$ cat config.mk
export PLATFORM = sky130hd
export DESIGN_NAME = pupil_search_ctrl_flat
export DESIGN_NICKNAME = d
export VERILOG_FILES = /design/src/rtl/pupil_search_pkg.sv /design/src/rtl/pupil_search_ctrl_if.sv /design/src/rtl/pupil_search_ctrl_raster_stepper.sv /design/src/rtl/pupil_search_ctrl.sv /design/src/flat_wrapper.sv
export SDC_FILE = /design/constraint.sdc
export NUM_CORES = 1
export LEC_CHECK = 0
export ABC_CLOCK_PERIOD_IN_PS = 3690
export CAP_MARGIN = 25
export CELL_PAD_IN_SITES_DETAIL_PLACEMENT = 1
export CELL_PAD_IN_SITES_GLOBAL_PLACEMENT = 2
export CORE_ASPECT_RATIO = 0.8
export CORE_MARGIN = 1.5
export CORE_UTILIZATION = 34
export CTS_CLUSTER_SIZE = 12
export DETAILED_ROUTE_END_ITERATION = 7
export HOLD_SLACK_MARGIN = 0.1
export PLACE_DENSITY_LB_ADDON = 0.3
export REMOVE_ABC_BUFFERS = 1
export SYNTH_ARGS = -nofsm -noshare
export SYNTH_HDL_FRONTEND = slang
export SYNTH_SLANG_ARGS = --single-unit
$ cat constraint.sdc
create_clock -name iCLK -period 3.69 [get_ports iCLK]
set_input_delay 0.369 -clock iCLK [delete_from_list [all_inputs] [get_ports iCLK]]
set_output_delay 0.369 -clock iCLK [all_outputs]
set_load 0.05 [all_outputs]
$ cat src/rtl/pupil_search_pkg.sv
// Shared types and constants for the pupil-search scan controller and its raster stepper.
package pupil_search_pkg;

  typedef enum logic [1:0] {
    IDLE  = 2'd0,
    ISSUE = 2'd1,
    WAIT  = 2'd2,
    DONE  = 2'd3
  } state_e;

  localparam int X_LAST_DEF = 511;
  localparam int Y_LAST_DEF = 383;

  // Bits needed to hold any value in 0..max_val.
  function automatic int bits_for(input int max_val);
    return (max_val < 2) ? 1 : $clog2(max_val + 1);
  endfunction

endpackage

$ cat src/rtl/pupil_search_ctrl_if.sv
// Frame-done / correlator handshake and result bus of the pupil-search controller.
interface pupil_search_ctrl_if #(
  parameter int X_W    = 10,
  parameter int Y_W    = 9,
  parameter int CORR_W = 24,
  parameter int STEP_W = 4
);
  logic              iFrameDone;
  logic [STEP_W-1:0] iStep;
  logic              iCorrDone;
  logic [CORR_W-1:0] iCorr;
  logic              oCorrStart;
  logic [X_W-1:0]    oX;
  logic [Y_W-1:0]    oY;
  logic              oBusy;
  logic              oResultValid;
  logic [X_W-1:0]    oXresult;
  logic [Y_W-1:0]    oYresult;
  logic [CORR_W-1:0] oBestCorr;
  logic              oOverrun;

  modport slave (
    input  iFrameDone, iStep, iCorrDone, iCorr,
    output oCorrStart, oX, oY, oBusy, oResultValid, oXresult, oYresult, oBestCorr, oOverrun
  );

  modport master (
    output iFrameDone, iStep, iCorrDone, iCorr,
    input  oCorrStart, oX, oY, oBusy, oResultValid, oXresult, oYresult, oBestCorr, oOverrun
  );
endinterface

$ cat src/rtl/pupil_search_ctrl_raster_stepper.sv
// Raster position generator: X fastest, runtime step latched at start (0 treated as 1).
// eol: X cannot advance on this line; eof: Y cannot advance past this line.
module raster_stepper
  import pupil_search_pkg::*;
#(
  parameter int X_LAST = X_LAST_DEF,
  parameter int Y_LAST = Y_LAST_DEF,
  parameter int X_W    = 10,
  parameter int Y_W    = 9,
  parameter int STEP_W = 4
) (
  input  logic              clk,
  input  logic              rst,
  input  logic              start,
  input  logic [STEP_W-1:0] step_in,
  input  logic              advance,
  output logic [X_W-1:0]    x,
  output logic [Y_W-1:0]    y,
  output logic              eol,
  output logic              eof
);

  localparam int STEP_MAX = (1 << STEP_W) - 1;
  // One bit wider than the coordinate, and never too narrow for last+max step.
  localparam int XS_W = (X_W + 1 > bits_for(X_LAST + STEP_MAX)) ? X_W + 1 : bits_for(X_LAST + STEP_MAX);
  localparam int YS_W = (Y_W + 1 > bits_for(Y_LAST + STEP_MAX)) ? Y_W + 1 : bits_for(Y_LAST + STEP_MAX);

  logic [X_W-1:0]    x_q, x_d;
  logic [Y_W-1:0]    y_q, y_d;
  logic [STEP_W-1:0] step_q, step_d;
  logic [XS_W-1:0]   x_sum;
  logic [YS_W-1:0]   y_sum;

  always_comb begin
    x_sum  = XS_W'(x_q) + XS_W'(step_q);
    y_sum  = YS_W'(y_q) + YS_W'(step_q);
    eol    = (x_sum > XS_W'(X_LAST));
    eof    = (y_sum > YS_W'(Y_LAST));
    x_d    = x_q;
    y_d    = y_q;
    step_d = step_q;
    if (start) begin
      x_d    = '0;
      y_d    = '0;
      step_d = (step_in == '0) ? STEP_W'(1) : step_in;
    end else if (advance) begin
      if (!eol) begin
        x_d = X_W'(x_sum);
      end else if (!eof) begin
        x_d = '0;
        y_d = Y_W'(y_sum);
      end
    end
  end

  always_ff @(posedge clk or posedge rst) begin
    if (rst) begin
      x_q    <= '0;
      y_q    <= '0;
      step_q <= '0;
    end else begin
      x_q    <= x_d;
      y_q    <= y_d;
      step_q <= step_d;
    end
  end

  assign x = x_q;
  assign y = y_q;

endmodule

$ cat src/rtl/pupil_search_ctrl.sv
// Raster-scan argmax controller: issues each candidate position to the correlator and
// publishes the position and score of the strongest correlation at scan end.
//
// state | meaning
// IDLE  | waiting for iFrameDone
// ISSUE | oCorrStart pulse for the current oX/oY
// WAIT  | waiting for iCorrDone, then argmax update and advance
// DONE  | oResultValid pulse with freshly updated results
module pupil_search_ctrl
  import pupil_search_pkg::*;
#(
  parameter int X_LAST = X_LAST_DEF,
  parameter int Y_LAST = Y_LAST_DEF,
  parameter int X_W    = 10,
  parameter int Y_W    = 9,
  parameter int CORR_W = 24,
  parameter int STEP_W = 4
) (
  input  logic iCLK,
  input  logic iRST,
  pupil_search_ctrl_if.slave bus
);

  state_e            state_q, state_d;
  logic              first_q, first_d;
  logic [CORR_W-1:0] best_corr_q, best_corr_d;
  logic [X_W-1:0]    best_x_q, best_x_d;
  logic [Y_W-1:0]    best_y_q, best_y_d;
  logic [CORR_W-1:0] res_corr_q, res_corr_d;
  logic [X_W-1:0]    res_x_q, res_x_d;
  logic [Y_W-1:0]    res_y_q, res_y_d;
  logic              corr_start_q, corr_start_d;
  logic              busy_q, busy_d;
  logic              result_valid_q, result_valid_d;
  logic              overrun_q, overrun_d;

  logic           scan_start;
  logic           advance;
  logic [X_W-1:0] x_cur;
  logic [Y_W-1:0] y_cur;
  logic           eol;
  logic           eof;

  raster_stepper #(
    .X_LAST (X_LAST),
    .Y_LAST (Y_LAST),
    .X_W    (X_W),
    .Y_W    (Y_W),
    .STEP_W (STEP_W)
  ) u_stepper (
    .clk     (iCLK),
    .rst     (iRST),
    .start   (scan_start),
    .step_in (bus.iStep),
    .advance (advance),
    .x       (x_cur),
    .y       (y_cur),
    .eol     (eol),
    .eof     (eof)
  );

  always_comb begin
    state_d     = state_q;
    first_d     = first_q;
    best_corr_d = best_corr_q;
    best_x_d    = best_x_q;
    best_y_d    = best_y_q;
    res_corr_d  = res_corr_q;
    res_x_d     = res_x_q;
    res_y_d     = res_y_q;
    scan_start  = 1'b0;
    advance     = 1'b0;
    unique case (state_q)
      IDLE: begin
        if (bus.iFrameDone) begin
          scan_start = 1'b1;
          first_d    = 1'b1;
          state_d    = ISSUE;
        end
      end
      ISSUE: state_d = WAIT;
      WAIT: begin
        if (bus.iCorrDone) begin
          // Strict compare keeps the earliest raster position on ties.
          if (first_q || (bus.iCorr > best_corr_q)) begin
            best_corr_d = bus.iCorr;
            best_x_d    = x_cur;
            best_y_d    = y_cur;
          end
          first_d = 1'b0;
          if (eol && eof) begin
            res_corr_d = best_corr_d;
            res_x_d    = best_x_d;
            res_y_d    = best_y_d;
            state_d    = DONE;
          end else begin
            advance = 1'b1;
            state_d = ISSUE;
          end
        end
      end
      DONE:    state_d = IDLE;
      default: state_d = IDLE;
    endcase
    corr_start_d   = (state_d == ISSUE);
    busy_d         = (state_d != IDLE);
    result_valid_d = (state_d == DONE);
    overrun_d      = bus.iFrameDone && (state_q != IDLE);
  end

  always_ff @(posedge iCLK or posedge iRST) begin
    if (iRST) begin
      state_q        <= IDLE;
      first_q        <= 1'b0;
      best_corr_q    <= '0;
      best_x_q       <= '0;
      best_y_q       <= '0;
      res_corr_q     <= '0;
      res_x_q        <= '0;
      res_y_q        <= '0;
      corr_start_q   <= 1'b0;
      busy_q         <= 1'b0;
      result_valid_q <= 1'b0;
      overrun_q      <= 1'b0;
    end else begin
      state_q        <= state_d;
      first_q        <= first_d;
      best_corr_q    <= best_corr_d;
      best_x_q       <= best_x_d;
      best_y_q       <= best_y_d;
      res_corr_q     <= res_corr_d;
      res_x_q        <= res_x_d;
      res_y_q        <= res_y_d;
      corr_start_q   <= corr_start_d;
      busy_q         <= busy_d;
      result_valid_q <= result_valid_d;
      overrun_q      <= overrun_d;
    end
  end

  assign bus.oCorrStart   = corr_start_q;
  assign bus.oX           = x_cur;
  assign bus.oY           = y_cur;
  assign bus.oBusy        = busy_q;
  assign bus.oResultValid = result_valid_q;
  assign bus.oXresult     = res_x_q;
  assign bus.oYresult     = res_y_q;
  assign bus.oBestCorr    = res_corr_q;
  assign bus.oOverrun     = overrun_q;

endmodule

$ cat src/flat_wrapper.sv
// flat-port wrapper written by rule: the top's interface ports become plain ports
module pupil_search_ctrl_flat import pupil_search_pkg::*;
#(
  parameter int X_LAST = X_LAST_DEF,
  parameter int Y_LAST = Y_LAST_DEF,
  parameter int X_W    = 10,
  parameter int Y_W    = 9,
  parameter int CORR_W = 24,
  parameter int STEP_W = 4
)
  (iCLK, iRST, bus_iFrameDone, bus_iStep, bus_iCorrDone, bus_iCorr, bus_oCorrStart, bus_oX, bus_oY, bus_oBusy, bus_oResultValid, bus_oXresult, bus_oYresult, bus_oBestCorr, bus_oOverrun);
  pupil_search_ctrl_if #(.X_W(X_W), .Y_W(Y_W), .CORR_W(CORR_W), .STEP_W(STEP_W)) bus_i ();
  input  logic iCLK;
  input  logic iRST;
  input wire logic [$bits(bus_i.iFrameDone)-1:0] bus_iFrameDone;
  input wire logic [$bits(bus_i.iStep)-1:0] bus_iStep;
  input wire logic [$bits(bus_i.iCorrDone)-1:0] bus_iCorrDone;
  input wire logic [$bits(bus_i.iCorr)-1:0] bus_iCorr;
  output wire logic [$bits(bus_i.oCorrStart)-1:0] bus_oCorrStart;
  output wire logic [$bits(bus_i.oX)-1:0] bus_oX;
  output wire logic [$bits(bus_i.oY)-1:0] bus_oY;
  output wire logic [$bits(bus_i.oBusy)-1:0] bus_oBusy;
  output wire logic [$bits(bus_i.oResultValid)-1:0] bus_oResultValid;
  output wire logic [$bits(bus_i.oXresult)-1:0] bus_oXresult;
  output wire logic [$bits(bus_i.oYresult)-1:0] bus_oYresult;
  output wire logic [$bits(bus_i.oBestCorr)-1:0] bus_oBestCorr;
  output wire logic [$bits(bus_i.oOverrun)-1:0] bus_oOverrun;
  assign bus_i.iFrameDone = bus_iFrameDone;
  assign bus_i.iStep = bus_iStep;
  assign bus_i.iCorrDone = bus_iCorrDone;
  assign bus_i.iCorr = bus_iCorr;
  assign bus_oCorrStart = bus_i.oCorrStart;
  assign bus_oX = bus_i.oX;
  assign bus_oY = bus_i.oY;
  assign bus_oBusy = bus_i.oBusy;
  assign bus_oResultValid = bus_i.oResultValid;
  assign bus_oXresult = bus_i.oXresult;
  assign bus_oYresult = bus_i.oYresult;
  assign bus_oBestCorr = bus_i.oBestCorr;
  assign bus_oOverrun = bus_i.oOverrun;
  pupil_search_ctrl #(.X_LAST(X_LAST), .Y_LAST(Y_LAST), .X_W(X_W), .Y_W(Y_W), .CORR_W(CORR_W), .STEP_W(STEP_W)) u_core (.iCLK(iCLK), .iRST(iRST), .bus(bus_i));
endmodule
# [Word level (Yosys, flattened, before mapping)]
# Index checks and enable logic that the tools add are counted.
[totals] reg_bits=116 inputBits=32 output_inout_bits=66 wordCells=68
[op_classes] add_sub_neg=2 magnitude_cmp=3 n_eq_ne=9 n_mux=24 n_reduce_logical=15
[ops] op="10-bit two-way mux" n=5
[ops] op="9-bit two-way mux" n=5
[ops] op="24-bit > comparator" n=1
[ops] op="24-bit two-way mux" n=1
[ops] op="10-bit by 4-bit adder with 11-bit output" n=1
[ops] op="11-bit by 9-bit > comparator with 1-bit output (second input constant)" n=1
[ops] op="9-bit by 4-bit adder with 10-bit output" n=1
[ops] op="10-bit by 9-bit > comparator with 1-bit output (second input constant)" n=1
[ops] op="2-bit nonzero test" n=5
[ops] op="3-bit AND reduction" n=3
[ops] op="2-bit case mux with 4 select lines" n=1
[ops] op="1-bit two-way mux" n=7
[ops] op="2-bit equality test (second input constant)" n=3
[ops] op="2-bit two-way mux" n=3
[ops] op="2-bit by 1-bit equality test with 1-bit output (second input constant)" n=2
[ops] op="4-bit zero test" n=1
[ops] op="4-bit two-way mux" n=1
[ops] op="2-bit inequality test (second input constant)" n=2
[ops] op="2-bit AND reduction" n=2
[ops] op="3-bit by 2-bit inequality test with 1-bit output (second input constant)" n=1
[ops] op="1-bit logical AND" n=2
[ops] op="2-bit zero test" n=1
[ops] op="2-bit by 1-bit inequality test with 1-bit output (second input constant)" n=1
[ops] op="1-bit case mux with 2 select lines" n=1
[ops] op="1-bit logical OR" n=1

# [Longest topological paths before layout]
[logic_depth] word_depth=8 ltp_mapped=11 ltp_nobuf=9

# [Cells and area by module]
# Synthesis repeated with hierarchy kept, for this count alone.
[unflattened] cells_unflattened=671 hier_area_um2=6477.5
[modules_own_cells] mod="pupil_search_ctrl" n_inst=1 cells_each=495 area_each_um2=4894.7 seq_area_each_um2=2327.2
[modules_own_cells] mod="raster_stepper" n_inst=1 cells_each=176 area_each_um2=1582.8 seq_area_each_um2=575.6

# [Least setup slack after synthesis]
# No wires, ideal clock.
[synth_path] kind="register to register" startpoint="register u_core.u_stepper.y_q[0] (netlist: u_core.u_stepper.y[0])" endpoint="register u_core.res_x_q[4] (netlist: u_core.bus.oXresult[4])" setup_ns=0.082 t_arrival_ns=2.692 t_required_ns=3.608 setup_slack_ns=0.916 path_stages_with_launch=12 n_path_buf=2 period_less_slack_ns=2.774 cell_sequence="dfrtp_1 -> ha_1 -> inv_1 -> fa_1 -> nor2b_4 -> o311ai_2 -> nor4_2 -> or3_1 -> buf_2 -> buf_2 -> a21oi_1 -> a31oi_1"
[synth_via] elab_chain_len=4
[synth_rtl] item="from (decl)" line="pupil_search_ctrl_raster_stepper.sv:29" text="logic [Y_W-1:0] y_q, y_d;"
[synth_rtl] item="from (signal assigned)" line="pupil_search_ctrl_raster_stepper.sv:63" text="y_q <= y_d;"
[synth_rtl] item="9-bit by 4-bit adder with 10-bit output" line="pupil_search_ctrl_raster_stepper.sv:36" text="y_sum = YS_W'(y_q) + YS_W'(step_q);"
[synth_rtl] item="10-bit by 9-bit > comparator with 1-bit output" line="pupil_search_ctrl_raster_stepper.sv:38" text="eof = (y_sum > YS_W'(Y_LAST));"
[synth_rtl] item="1-bit logical AND" line="pupil_search_ctrl.sv:91" text="if (eol && eof) begin"
[synth_rtl] item="3-bit AND reduction (no source line)"
[synth_rtl] item="to (signal assigned)" line="pupil_search_ctrl.sv:132" text="res_x_q <= res_x_d;"
[synth_rtl] item="to (decl)" line="pupil_search_ctrl.sv:30" text="logic [X_W-1:0] res_x_q, res_x_d;"
# Every way passes these cells.
# A chain may end at the register's enable or synchronous reset.

# [Final worst setup path]
[layout_path] startpoint="register u_core.u_stepper.x_q[0] (netlist: u_core.u_stepper.x[0])" endpoint="register u_core.res_corr_q[0] (netlist: u_core.bus.oBestCorr[0])"
[layout_via] elab_chain_len=4
[layout_rtl] item="from (decl)" line="pupil_search_ctrl_raster_stepper.sv:28" text="logic [X_W-1:0] x_q, x_d;"
[layout_rtl] item="from (signal assigned)" line="pupil_search_ctrl_raster_stepper.sv:58" text="x_q <= '0;"
[layout_rtl] item="from (signal assigned)" line="pupil_search_ctrl_raster_stepper.sv:62" text="x_q <= x_d;"
[layout_rtl] item="10-bit by 4-bit adder with 11-bit output" line="pupil_search_ctrl_raster_stepper.sv:35" text="x_sum = XS_W'(x_q) + XS_W'(step_q);"
[layout_rtl] item="11-bit by 9-bit > comparator with 1-bit output" line="pupil_search_ctrl_raster_stepper.sv:37" text="eol = (x_sum > XS_W'(X_LAST));"
[layout_rtl] item="1-bit logical AND" line="pupil_search_ctrl.sv:91"
[layout_rtl] item="3-bit AND reduction (no source line)"
[layout_rtl] item="to (signal assigned)" line="pupil_search_ctrl.sv:131" text="res_corr_q <= res_corr_d;"
[layout_rtl] item="to (decl)" line="pupil_search_ctrl.sv:29" text="logic [CORR_W-1:0] res_corr_q, res_corr_d;"
# Every way passes these cells.

==> results.yml <==
power:
  comb_power_share_pct: 32.3
  power_frac_seq_pct: 35.5
  power_density_nw_per_um2: 630
  switchingPower_mw: 1.77
  p_int_mw: 3.21
  vdd_ir_drop_max_uv: 298
  p_sw_share_pct: 35.5
  power_leakage_nw: 3.43
  clockPowerShare_pct: 32.2
global_route:
  antenna_found_initial: 0
  grt_pass1_vias: 5629
  grt_use_total_pct: 21.4
  grt_overflow_total: 0
  grt_pass1_wl_um: 31400
  grt_max_degree: 58
synth:
  ys_types: 57
  synth_common_cells: "dfrtp_1, a21oi_1, o21ai_0, nand3_1, a31oi_1"
  syn-cell-area_um2: 6190
  yosys_warnings: 0
  ys_seq_area_share_pct: 46.9
  synth_edf_count: 0
  synth_area_per_cell_um2: 9.98
  async_flop_share_pct: 100
  synth_cells: 621
  synth-seq-cells: 116
  synth_top_cell_area_share_pct: 46.9
  yosys-top-cells-area: "dfrtp_1, mux2_2, ha_1, a21oi_1, o21ai_0"
  yosysMostFrequentCell: "dfrtp_1"
  synthFlopType: "dfrtp_1"
  synth_top_cell_by_area: "dfrtp_1"
critical_path:
  path_class: "reg -> reg"
  critPathLaunchType: "flop"
  cp.arrival_ns: 3.33
  crit_family: "compound AO/OA/AOI/OAI gates"
  cp_max_fo: 27
  end_kind: "flop"
  critPathBufInv: 1
  regToRegSetupSlack_ns: 0.70
  path_cells: "ha_1 > fa_1 > a211oi_1 > nor2_1 > o31a_1 > o21ai_2 > nor2_4 > buf_12 > a31oi_1"
  slowest_stage: "fa_1"
  slowest_delay_ns: 0.45
  critical_path_required_ns: 4.03
floorplan:
  start_util_pct: 35.2
  die_w_um: 154
  die_area_um2: 19000
  rows: 43
  die_h_um: 124
  top_level_ports: 98
  core_area_um2: 17600
final_layout:
  postLayoutCoreUtil_pct: 44.9
  antenna_cells: 0
  fill_cells: 1962
  layout.nets: 777
  area_delta_synth_final_pct: 27.6
  layout-drive-gt1-share_pct: 13.2
placement:
  gp_congestion: 0.788
  numPortBuffers: 97
  place_ws_ns: 0.541
  hpwl_um: 12800
routing:
  wl_um: 19200
  wl_per_cell_um: 20.2
  drt_first_pass_iters: 4
  ant_nets: 0
  drc: 0
  route.vias.total: 5308
  drtIter0Drc: 198
  avgViaCountPerCell: 5.61
sta:
  fin_hold_ws_ns: 0.421
  relSlewSlack_pct: 46.5
  fmax_mhz: 334
  setup_slack_ns: 0.696
  worst_slew_pin_slew_ns: 0.800
  finalHoldViolCount: 0
  min_period_ns: 2.99
  fin_skew_ns: 0.0132
  grt_setup_unrepaired: "no"
  timing.final.crit_share_pct: 81.1
  finalSetupTns_ns: 0
  report.final.slew_viol_count: 0
  setup_viol_count_final: 0
worst_hold_path:
  hold_class: "in -> async"
run_status:
  status: "finished clean"
clock_tree:
  postCtsResizedCells: 0
  numCtsBuffers: 17
  htreeDepth: 4
  cts_root_buf: "clkbuf_16"
  ctsHoldBuffers: 0
  clkTransAtPathRegs_ns: 0.05
  clk_latency_ns: 0.42
  cts.path.max_buffers: 2
  cts_num_sinks: 116
  cts_setup_buffers: 0
  cts_tree: "done"
job:
  cap_violations: 0
==> metrics by stage <==
stage,area (um^2),std cells,power [mW]
final,7900,947,4.98
after global routing,7900,947,5.28
after CTS,7900,947,5.03
after detailed placement,7340,917,3.39
after global placement,7340,917,3.29
after floorplan,5950,580,2.82
==> worst reg2reg max path: stages (launching register included) <==
cell	delay (ns)
dfrtp_1	0.43
ha_1	0.27
fa_1	0.45
a211oi_1	0.33
nor2_1	0.11
o31a_1	0.35
o21ai_2	0.35
nor2_4	0.19
buf_12	0.25
a31oi_1	0.18
==> power groups by stage <==
stage	registers, mW	clock network, mW	logic, mW
after floorplan	1.85	0	0.971
after global placement	1.77	0	1.53
after detailed placement	1.79	0	1.60
after CTS	1.77	1.63	1.63
after global routing	1.80	1.69	1.79
final	1.77	1.61	1.61
==> logic make-up after synthesis <==
kind of cell	Yosys count	share of synthesized area, %
mux	46	8.30
fa+ha+maj	34	7.11
flops	116	46.9
compound gates	201	18.9
simple gates	140	12.0
buf+inv	81	6.36
xor+xnor	3	0.424
==> layout by cell type, fill, tap and decap left out, drive strengths merged, types with 3 or more instances in the layout <==
| master | n |
|---|---|
| a211oi | 6 |
| a31oi | 48 |
| nor2b | 5 |
| mux2i | 3 |
| nor3 | 12 |
| ha | 32 |
| nand2 | 26 |
| o31ai | 3 |
| nand4 | 7 |
| nand3 | 57 |
| nor2 | 14 |
| o21a | 4 |
| clkdlybuf4s50 | 97 |
| and3 | 3 |
| mux2 | 43 |
| o21ai | 64 |
| inv | 40 |
| or4 | 3 |
| a21oi | 61 |
| buf | 15 |
| dfrtp | 116 |
| clkbuf | 26 |
==> flip-flops by register name, summed over array words and instances (netlist names) <==
register                 flops
u_core.first_q               1
u_core.u_stepper.y           9
u_core.bus.oBusy             1
u_core.best_corr_q          24
u_core.bus.oCorrStart        1
u_core.bus.oResultValid      1
u_core.state_q               2
u_core.u_stepper.step_q      4
u_core.best_x_q             10
u_core.bus.oYresult          9
u_core.bus.oXresult         10
u_core.u_stepper.x          10
u_core.bus.oBestCorr        24
u_core.best_y_q              9
u_core.bus.oOverrun          1
==> final cells by class <==
class,instances,area (um^2),area share (%)
clock buffer,26,489,6.19
clock inverter,4,72.6,0.918
inverter,40,153,1.93
multi-input combinational,424,2910,36.8
sequential,116,2900,36.7
tap,225,282,3.56
timing repair buffer,112,1100,13.9
==> metal layers <==
metal	vias to the layer above	part of all wire, %	global-route usage, %
met1	2716	49	29.4
li1	2472	-	-
met3	18	3.1	3.44
met4	0	1.3	8.50
met2	102	47	34.1
met5	-	0	0
==> path summary, 6_finish.rpt <==
check / startpoint / end / cells past startpoint
setup / recovery: u_core.u_stepper.x[0] / u_core.bus.oBestCorr[0] / 9
hold / removal: iRST / u_core.bus.oBestCorr[10] / 2
setup reg to reg: u_core.u_stepper.x[0] / u_core.bus.oBestCorr[0] / 9
hold reg to reg: u_core.best_x_q[7] / u_core.best_x_q[7] / 1
max in group asynchronous: iRST / u_core.best_corr_q[1] / 3
min in group iCLK: u_core.best_x_q[7] / u_core.best_x_q[7] / 1
(Power assumes the default switching activity.)
